<file path="src/rtl/fetch_ctrl.sv">
// Fetch-stage sequencer: owns the PC, issues req/ack instruction fetches and buffers up to two
// returned instructions for ID. Optional delay-slot branch handling under `FETCH_DELAY_SLOT_EN.
module fetch_ctrl #(
    parameter logic [31:0] RESET_VECTOR = 32'h0000_0000,
    parameter logic [31:0] EXC_VECTOR   = 32'h8000_0080
) (
    input  logic        clk,
    input  logic        rst_n,
    input  logic        stall_i,
    input  logic        br_taken_i,
    input  logic [31:0] br_target_i,
    input  logic        exc_i,
    output logic        imem_req_o,
    output logic [31:0] imem_addr_o,
    input  logic        imem_ack_i,
    input  logic [31:0] imem_rdata_i,
    output logic        if_valid_o,
    output logic [31:0] if_pc_o,
    output logic [31:0] if_inst_o
);

    typedef enum logic [1:0] {BOOT, FETCH, DRAIN} state_t;

    state_t      state, state_n;
    logic [31:0] pc, pc_n, tgt, tgt_n;
    logic        pend, pend_n;
    logic [1:0]  count, cnt_n, base;
    logic        req, req_n;
    logic [31:0] pc0, pc1, inst0, inst1;
    logic [31:0] pc0_n, pc1_n, inst0_n, inst1_n;
    logic        pop, ack, outst, push, flush, keep;
    logic [31:0] br_tgt, exc_tgt;

    assign pop     = (count != 2'd0) && !stall_i;
    assign ack     = req && imem_ack_i;
    assign outst   = req && !imem_ack_i;
    assign br_tgt  = {br_target_i[31:2], 2'b00};
    assign exc_tgt = {EXC_VECTOR[31:2], 2'b00};
    assign base    = count - {1'b0, pop};

    always_comb begin
        state_n = state;
        pc_n    = pc;
        tgt_n   = tgt;
        pend_n  = pend;
        push    = 1'b0;
        flush   = 1'b0;
        keep    = 1'b0;
        case (state)
            BOOT: state_n = FETCH;
            FETCH: begin
                if (exc_i) begin
                    flush  = 1'b1;
                    pend_n = 1'b0;
                    if (outst) begin
                        state_n = DRAIN;
                        tgt_n   = exc_tgt;
                    end else begin
                        pc_n = exc_tgt;
                    end
                end else if (br_taken_i) begin
`ifdef FETCH_DELAY_SLOT_EN
                    // Head entry (or the next returned instruction) is the delay slot.
                    if (count != 2'd0) begin
                        keep   = 1'b1;
                        pend_n = 1'b0;
                        if (outst) begin
                            state_n = DRAIN;
                            tgt_n   = br_tgt;
                        end else begin
                            pc_n = br_tgt;
                        end
                    end else if (ack) begin
                        push   = 1'b1;
                        pc_n   = br_tgt;
                        pend_n = 1'b0;
                    end else begin
                        pend_n = 1'b1;
                        tgt_n  = br_tgt;
                    end
`else
                    flush  = 1'b1;
                    pend_n = 1'b0;
                    if (outst) begin
                        state_n = DRAIN;
                        tgt_n   = br_tgt;
                    end else begin
                        pc_n = br_tgt;
                    end
`endif
                end else if (ack) begin
                    push   = 1'b1;
                    pc_n   = pend ? tgt : pc + 32'd4;
                    pend_n = 1'b0;
                end
            end
            DRAIN: begin
                if (exc_i) begin
                    flush  = 1'b1;
                    pend_n = 1'b0;
                    tgt_n  = exc_tgt;
                end else if (br_taken_i) begin
`ifdef FETCH_DELAY_SLOT_EN
                    keep  = (count != 2'd0);
                    flush = (count == 2'd0);
`else
                    flush = 1'b1;
`endif
                    tgt_n = br_tgt;
                end
                // Squashed data is dropped; resume at the (possibly updated) target.
                if (ack) begin
                    state_n = FETCH;
                    pc_n    = tgt_n;
                end
            end
            default: state_n = BOOT;
        endcase
    end

    always_comb begin
        pc0_n   = pc0;
        pc1_n   = pc1;
        inst0_n = inst0;
        inst1_n = inst1;
        cnt_n   = count;
        if (flush) begin
            cnt_n = 2'd0;
        end else if (keep) begin
            cnt_n = pop ? 2'd0 : 2'd1;
        end else begin
            if (pop) begin
                pc0_n   = pc1;
                inst0_n = inst1;
            end
            if (push) begin
                if (base == 2'd0) begin
                    pc0_n   = pc;
                    inst0_n = imem_rdata_i;
                end else begin
                    pc1_n   = pc;
                    inst1_n = imem_rdata_i;
                end
            end
            cnt_n = base + {1'b0, push};
        end
        req_n = (state_n == DRAIN) || ((state_n == FETCH) && (cnt_n != 2'd2));
    end

    always_ff @(posedge clk or negedge rst_n) begin
        if (!rst_n) begin
            state <= BOOT;
            pc    <= RESET_VECTOR;
            tgt   <= RESET_VECTOR;
            pend  <= 1'b0;
            count <= 2'd0;
            req   <= 1'b0;
            pc0   <= 32'd0;
            pc1   <= 32'd0;
            inst0 <= 32'd0;
            inst1 <= 32'd0;
        end else begin
            state <= state_n;
            pc    <= pc_n;
            tgt   <= tgt_n;
            pend  <= pend_n;
            count <= cnt_n;
            req   <= req_n;
            pc0   <= pc0_n;
            pc1   <= pc1_n;
            inst0 <= inst0_n;
            inst1 <= inst1_n;
        end
    end

    assign imem_req_o  = req;
    assign imem_addr_o = pc;
    assign if_valid_o  = (count != 2'd0);
    assign if_pc_o     = pc0;
    assign if_inst_o   = inst0;

endmodule
</file>
<file path="config.mk">
export PLATFORM = sky130hd
export DESIGN_NAME = fetch_ctrl
export DESIGN_NICKNAME = d
export VERILOG_FILES = /design/src/rtl/fetch_ctrl.sv
export SDC_FILE = /design/constraint.sdc
export NUM_CORES = 1
export LEC_CHECK = 0
export CORE_MARGIN = 2
export CORE_UTILIZATION = 50
export CTS_BUF_LIST = sky130_fd_sc_hd__clkbuf_8
export CTS_CLUSTER_DIAMETER = 40
export CTS_CLUSTER_SIZE = 14
export DETAILED_ROUTE_END_ITERATION = 8
export GPL_TIMING_DRIVEN = 0
export PLACE_DENSITY = 0.84
export SYNTH_ARGS = -nofsm -noshare
export SYNTH_HDL_FRONTEND = slang
export SYNTH_SLANG_ARGS = --single-unit
</file>
<file path="constraint.sdc">
create_clock -name clk -period 6.8 [get_ports clk]
set_input_delay 1.7 -clock clk [delete_from_list [all_inputs] [get_ports clk]]
set_output_delay 1.7 -clock clk [all_outputs]
set_load 0.02 [all_outputs]
</file>
==> out/summary.txt, run 1 <==
port buffer count -> 164
setup repair bufs after CTS -> 0
worst slew pin tran -> 698 ps
DRT Wirelength -> 25900 µm
Area contributors post-synth -> dfrtp_1 53%, mux2_1 6.0%, a21oi_1 4.5%, o22ai_1 4.5%, nor2_1 3.5%
critical-path cell list -> clkdlybuf4s50_1, nand2b_1, inv_1, ha_1, xnor2_1, nand4_1, nand2_1, clkbuf_1, o22ai_1, a21oi_1
root buf cell -> clkbuf_8
max layer used -> met4
Syn Area/Cell -> 10.3 µm²
initial antenna violation count -> 0
antenna cell count -> 0
routability congestion estimate from global placement -> 0.893
R2R depth -> 10
drt pass-1 iters -> 5
pre-CTS setup slack -> 2420 ps
dpl cell area -> 0.0114 mm²
Post-Syn Area -> 0.00938 mm²
Leak -> 4.99 nW
Nets -> 1175
drt via density -> 6.16
pwr dens -> 460 mW/mm²
Hold Crit Class -> reg2reg
hold path cells -> 1
startpoint types -> input pin
commonest cells after routing, fill and taps aside -> 197 x dfrtp_1, 163 x clkdlybuf4s50_1, 87 x nor2_1
Seq/Total Area, Yosys -> 52.5%
Final min period -> 3910 ps
CP Max Fanout -> 10
final setup vio count -> 0
DRT iter0 DRCs -> 799
most common cell after layout, fill and taps aside -> dfrtp_1
Max H-tree Level -> 4
routed length on met3 -> 1890 µm
top cell type's share of synthesized area -> 52.5%
Fin. Hold Viols -> 0
Resize count post-CTS -> 0
Metal-1 WL -> 11200 µm
standard-cell row count -> 50
setup ws final -> 2890 ps
area leader, netlist -> dfrtp_1
Top delay family on crit path -> buffers and inverters
Die X -> 141 µm
cells after synthesis -> 914
die height -> 141 µm
largest net degree at the start of global routing -> 110
Clk Latency, worst-skew pair -> 480 ps
Syn Nets -> 991
CP arrival -> 4310 ps
post-route clock period utilization -> 57.4%
area grow syn2layout -> 25.4%
DRC Markers -> 0
critical path type -> in2reg
first-pass GRT wire length -> 41600 µm
post-DP HPWL -> 18400 µm
layout cells sized above 1 -> 7.29%
slew margin rel. -> 53.5%
CTS Buffer Depth -> 2
wire per inst -> 19.2 µm
WP depth -> 10
via count -> 8280
Worst Setup End Kind -> register
Starting Density -> 50.5%
die area -> 0.0199 mm²
Clk pin slew, worst setup/hold paths -> 110 ps
fin util -> 63.3%
Slew Limit Fails -> 0
Yosys reg bits -> 197
GRT Total Usage -> 26.3%
total CTS buffers -> 17
CTS tree -> built
cts hold-fix bufs -> 0
Core ar. -> 0.0186 mm²
Slowest-stage cell, CP -> clkbuf_1
Finished Cell Area -> 0.0118 mm²
Buf/Inv on CP -> 3
EDFF count, synth -> 0
ys async rst share -> 100%
Worst Path Required -> 7210 ps
YS warnings -> 0
Max-Cap Viols -> 0
Max VDD drop -> 0.276 mV
fmax -> 256 MHz
RSZ-0062 raised after global routing -> no
Setup Skew -> 15.0 ps
Top Ports -> 168
unique cell type count in the Yosys netlist -> 64
status -> complete, no violations
post-route ant nets -> 0
vias in the first global route -> 7932
total gr overflow -> 0
CTS sink cnt -> 197
CP peak stage delay -> 470 ps
ys flop type -> dfrtp_1
WL met2 -> 12200 µm
flip-flops by register name, indices dropped and copies added (netlist names):
register,flops
if_pc_o,32
pc1,32
tgt,32
inst1,32
imem_addr_o,32
imem_req_o,1
state,2
if_inst_o,32
count,2
synthesized netlist by cell type, types with 4 or more instances:
library cell    n
dfrtp_1       197
nor2_1         87
a21oi_1        85
o22ai_1        67
nand2_1        51
clkbuf_1       50
mux2_1         50
a22oi_1        34
o21ai_1        34
o21ai_0        33
nand3_1        18
mux2i_1        16
nor3_1         16
buf_2          15
mux2_2         14
xor2_1         13
a221oi_1       11
nand4_1         9
inv_1           8
buf_4           7
ha_1            7
a31oi_1         6
and2_1          6
and3_1          6
and4_1          5
xnor2_1         5
a221o_1         4
nand2b_1        4
o22a_1          4
cells by family (layout without fill, tap and decap cells):
family,after synthesis,count (layout),share of synthesized area (%)
compound gates,306,306,20.1
xor+xnor,18,18,1.68
fa+ha+maj,7,7,0.933
buf+inv,84,281,3.84
flops,197,197,52.5
mux,80,80,9.39
simple gates,222,222,11.5
final timing paths:
path	to	from	slack [ps]
max in group asynchronous	if_pc_o[23]	rst_n	4640
worst min-delay path	inst1[28]	inst1[28]	500
worst max-delay path	if_inst_o[19]	stall_i	2890
worst max register to register	if_inst_o[19]	count[1]	3890
min in group asynchronous	if_inst_o[29]	rst_n	1210
worst min register to register	inst1[28]	inst1[28]	500
metrics by stage:
| step | TNS (ps) | hold slack [ps] | total power, mW | std cells |
|---|---|---|---|---|
| finish | 0 | 496 | 5.41 | 1345 |
| global placement | -797610 | 467 | 4.51 | 1312 |
| global route | 0 | 507 | 5.73 | 1345 |
| floorplan | 0 | 457 | 3.50 | 914 |
| CTS | 0 | 499 | 5.41 | 1345 |
| detailed placement | 0 | 476 | 4.60 | 1313 |
where the power goes:
group,internal (mW),switching (mW),leakage (nW)
Combinational,1.09,1.46,2.27
Sequential,1.66,0.401,2.50
Clock,0.344,0.455,0.215
final cells by class:
type                       count  area, µm²
fill                        1480       6810
clock inverter                15        181
sequential                   197       4930
timing repair buffer         165       1670
clock buffer                  17        234
buffer                        75        327
inverter                       9       33.8
multi-input combinational    633       4090
tap                          234        293
per-layer routing:
metal | global-route usage, % | vias to the layer above
met2 | 41.1 | 400
met5 | 0 | -
met4 | 8.32 | 0
li1 | - | 3742
met3 | 5.20 | 49
met1 | 37.2 | 4089
Note: power is estimated with default switching activity, not from simulation.
==> run 2: changes to the inputs <==
- CORE_UTILIZATION: 50 -> 49
- PLACE_DENSITY: 0.84 -> 0.86
- clock period: 6.8 -> 3.15 ns (I/O delays scaled with it)
==> run 2 against run 1 <==
Effect of this change:
- sequential power up 120%
- sequential share of layout area decreased by 0.085 points
- total power grew 120%
- register-to-register slack got worse by 3600 ps
- critical path depth stayed put
- clock-buffer cell count unchanged
- critical path type unchanged
- highest routed layer unchanged
==> out/summary.txt, run 2 (synthesis results as in run 1) <==
Crit. Startpoint -> stall_i
DRT iter0 DRCs -> 591
CTS Buffer Depth -> 2
total CTS buffers -> 17
CTS sink cnt -> 197
Max H-tree Level -> 4
CP Max Fanout -> 10
Max VDD drop -> 0.476 mV
clock network power share -> 14.6%
area grow syn2layout -> 25.6%
Logic pwr share -> 47.2%
DRC Markers -> 0
internal power -> 6.56 mW
cts hold-fix bufs -> 0
vias in the first global route -> 7814
die height -> 142 µm
CP arrival -> 3380 ps
Setup Skew -> 17.0 ps
setup repair bufs after CTS -> 0
DRT Wirelength -> 26000 µm
FF-to-FF setup slack -> 260 ps
Worst Setup End Kind -> register
port buffer count -> 164
CTS tree -> built
layout cells sized above 1 -> 7.47%
worst slew pin tran -> 720 ps
fmax -> 337 MHz
root buf cell -> clkbuf_8
Worst Path Required -> 3560 ps
reg-to-reg startpoint -> count[1]
Sw Ratio -> 43.7%
slew margin rel. -> 51.6%
startpoint types -> input pin
drt pass-1 iters -> 5
wire per inst -> 19.4 µm
Finished Cell Area -> 0.0118 mm²
first-pass GRT wire length -> 41000 µm
Top Ports -> 168
Die X -> 142 µm
Filler Cells Inserted -> 1534
CP peak stage delay -> 450 ps
Reg power frac -> 38.2%
via count -> 8189
routability congestion estimate from global placement -> 0.950
GRT Total Usage -> 25.7%
Nets -> 1175
Core ar. -> 0.0188 mm²
final setup vio count -> 0
critical path type -> in2reg
standard-cell row count -> 50
Final TNS setup -> 0 ps
dpl cell area -> 0.0114 mm²
switching power -> 5.10 mW
largest net degree at the start of global routing -> 110
total gr overflow -> 0
Hold Crit Class -> in2async
Slowest-stage cell, CP -> clkdlybuf4s50_1
critical-path cell list -> clkdlybuf4s50_1, nand2b_1, inv_1, ha_1, xnor2_1, nand4_1, nand2_2, clkbuf_1, o22ai_1, a21oi_1
Clk Latency, worst-skew pair -> 490 ps
Final min period -> 2970 ps
final instance count without filler cells -> 1345
Resize count post-CTS -> 0
status -> complete, no violations
pwr dens -> 990 mW/mm²
Starting Density -> 50.0%
commonest cells after routing, fill and taps aside -> 197 x dfrtp_1, 163 x clkdlybuf4s50_1, 87 x nor2_1
antenna cell count -> 0
initial antenna violation count -> 0
post-route ant nets -> 0
Worst Hold Slack -> 267 ps
post-route clock period utilization -> 94.3%
drt via density -> 6.09
die area -> 0.0203 mm²
post-DP HPWL -> 18700 µm
Clk pin slew, worst setup/hold paths -> 110 ps
Leak -> 4.99 nW
Slew Limit Fails -> 0
dpl cells -> 1313
Fin. Hold Viols -> 0
most common cell after layout, fill and taps aside -> dfrtp_1
Max-Cap Viols -> 0
-- run 2: changes by cell type in the layout (fill, tap and decap cells not counted), sizes merged --
cell	before	now
clkbuf	67	66
buf	27	28
bufinv	2	0
clkinv	5	6
inv	17	18
-- run 2: final cells by class --
cell class / instances / area (µm²) / area share (%)
sequential: 197 / 4930 / 41.8
multi-input combinational: 633 / 4100 / 34.8
timing repair buffer: 165 / 1670 / 14.2
buffer: 75 / 328 / 2.78
tap: 234 / 293 / 2.48
clock buffer: 17 / 234 / 1.98
clock inverter: 15 / 194 / 1.64
inverter: 9 / 33.8 / 0.287
-- run 2: power by group through the flow --
stage	clock, mW	combinational (mW)	sequential (mW)
2_1_floorplan	0	2.60	4.96
3_3_place_gp	0	5.29	4.43
3_5_place_dp	0	5.46	4.49
4_1_cts	1.73	5.49	4.44
5_1_grt	1.83	5.97	4.58
6_report	1.70	5.50	4.46
-- run 2: final timing paths --
check,to,cells after the start
setup / recovery,if_inst_o[20],10
hold reg to reg,pc1[26],1
max in group asynchronous,pc1[18],2
hold / removal,if_inst_o[21],1
setup reg to reg,if_inst_o[20],10
min in group clk,pc1[26],1
-- run 2: through the flow --
step           worst slack (ps)  total power, mW  utilization [%]
2_1_floorplan               741             7.56                -
3_3_place_gp              -6770             9.72             60.3
3_5_place_dp               -253             9.95             60.5
4_1_cts                     215             11.7             62.8
5_1_grt                   -9.80             12.4             62.8
6_report                    180             11.7             62.8
-- run 2: metal layers --
layer,track usage (%),vias up,part of all wire [%]
met5,0,-,0
met3,4.58,53,7.4
met4,8.29,0,2.1
met2,41.9,387,48
met1,35.1,4001,43
li1,-,3748,-
-- run 2: critical path: cells and delay by family --
| family | cells | cell delay [ps] |
|---|---|---|
| AND/OR/NAND/NOR | 3 | 740 |
| AO/OA/AOI/OAI | 2 | 410 |
| XOR/XNOR | 1 | 290 |
| adder cells (fa/ha/maj) | 1 | 190 |
| buffers and inverters | 3 | 950 |
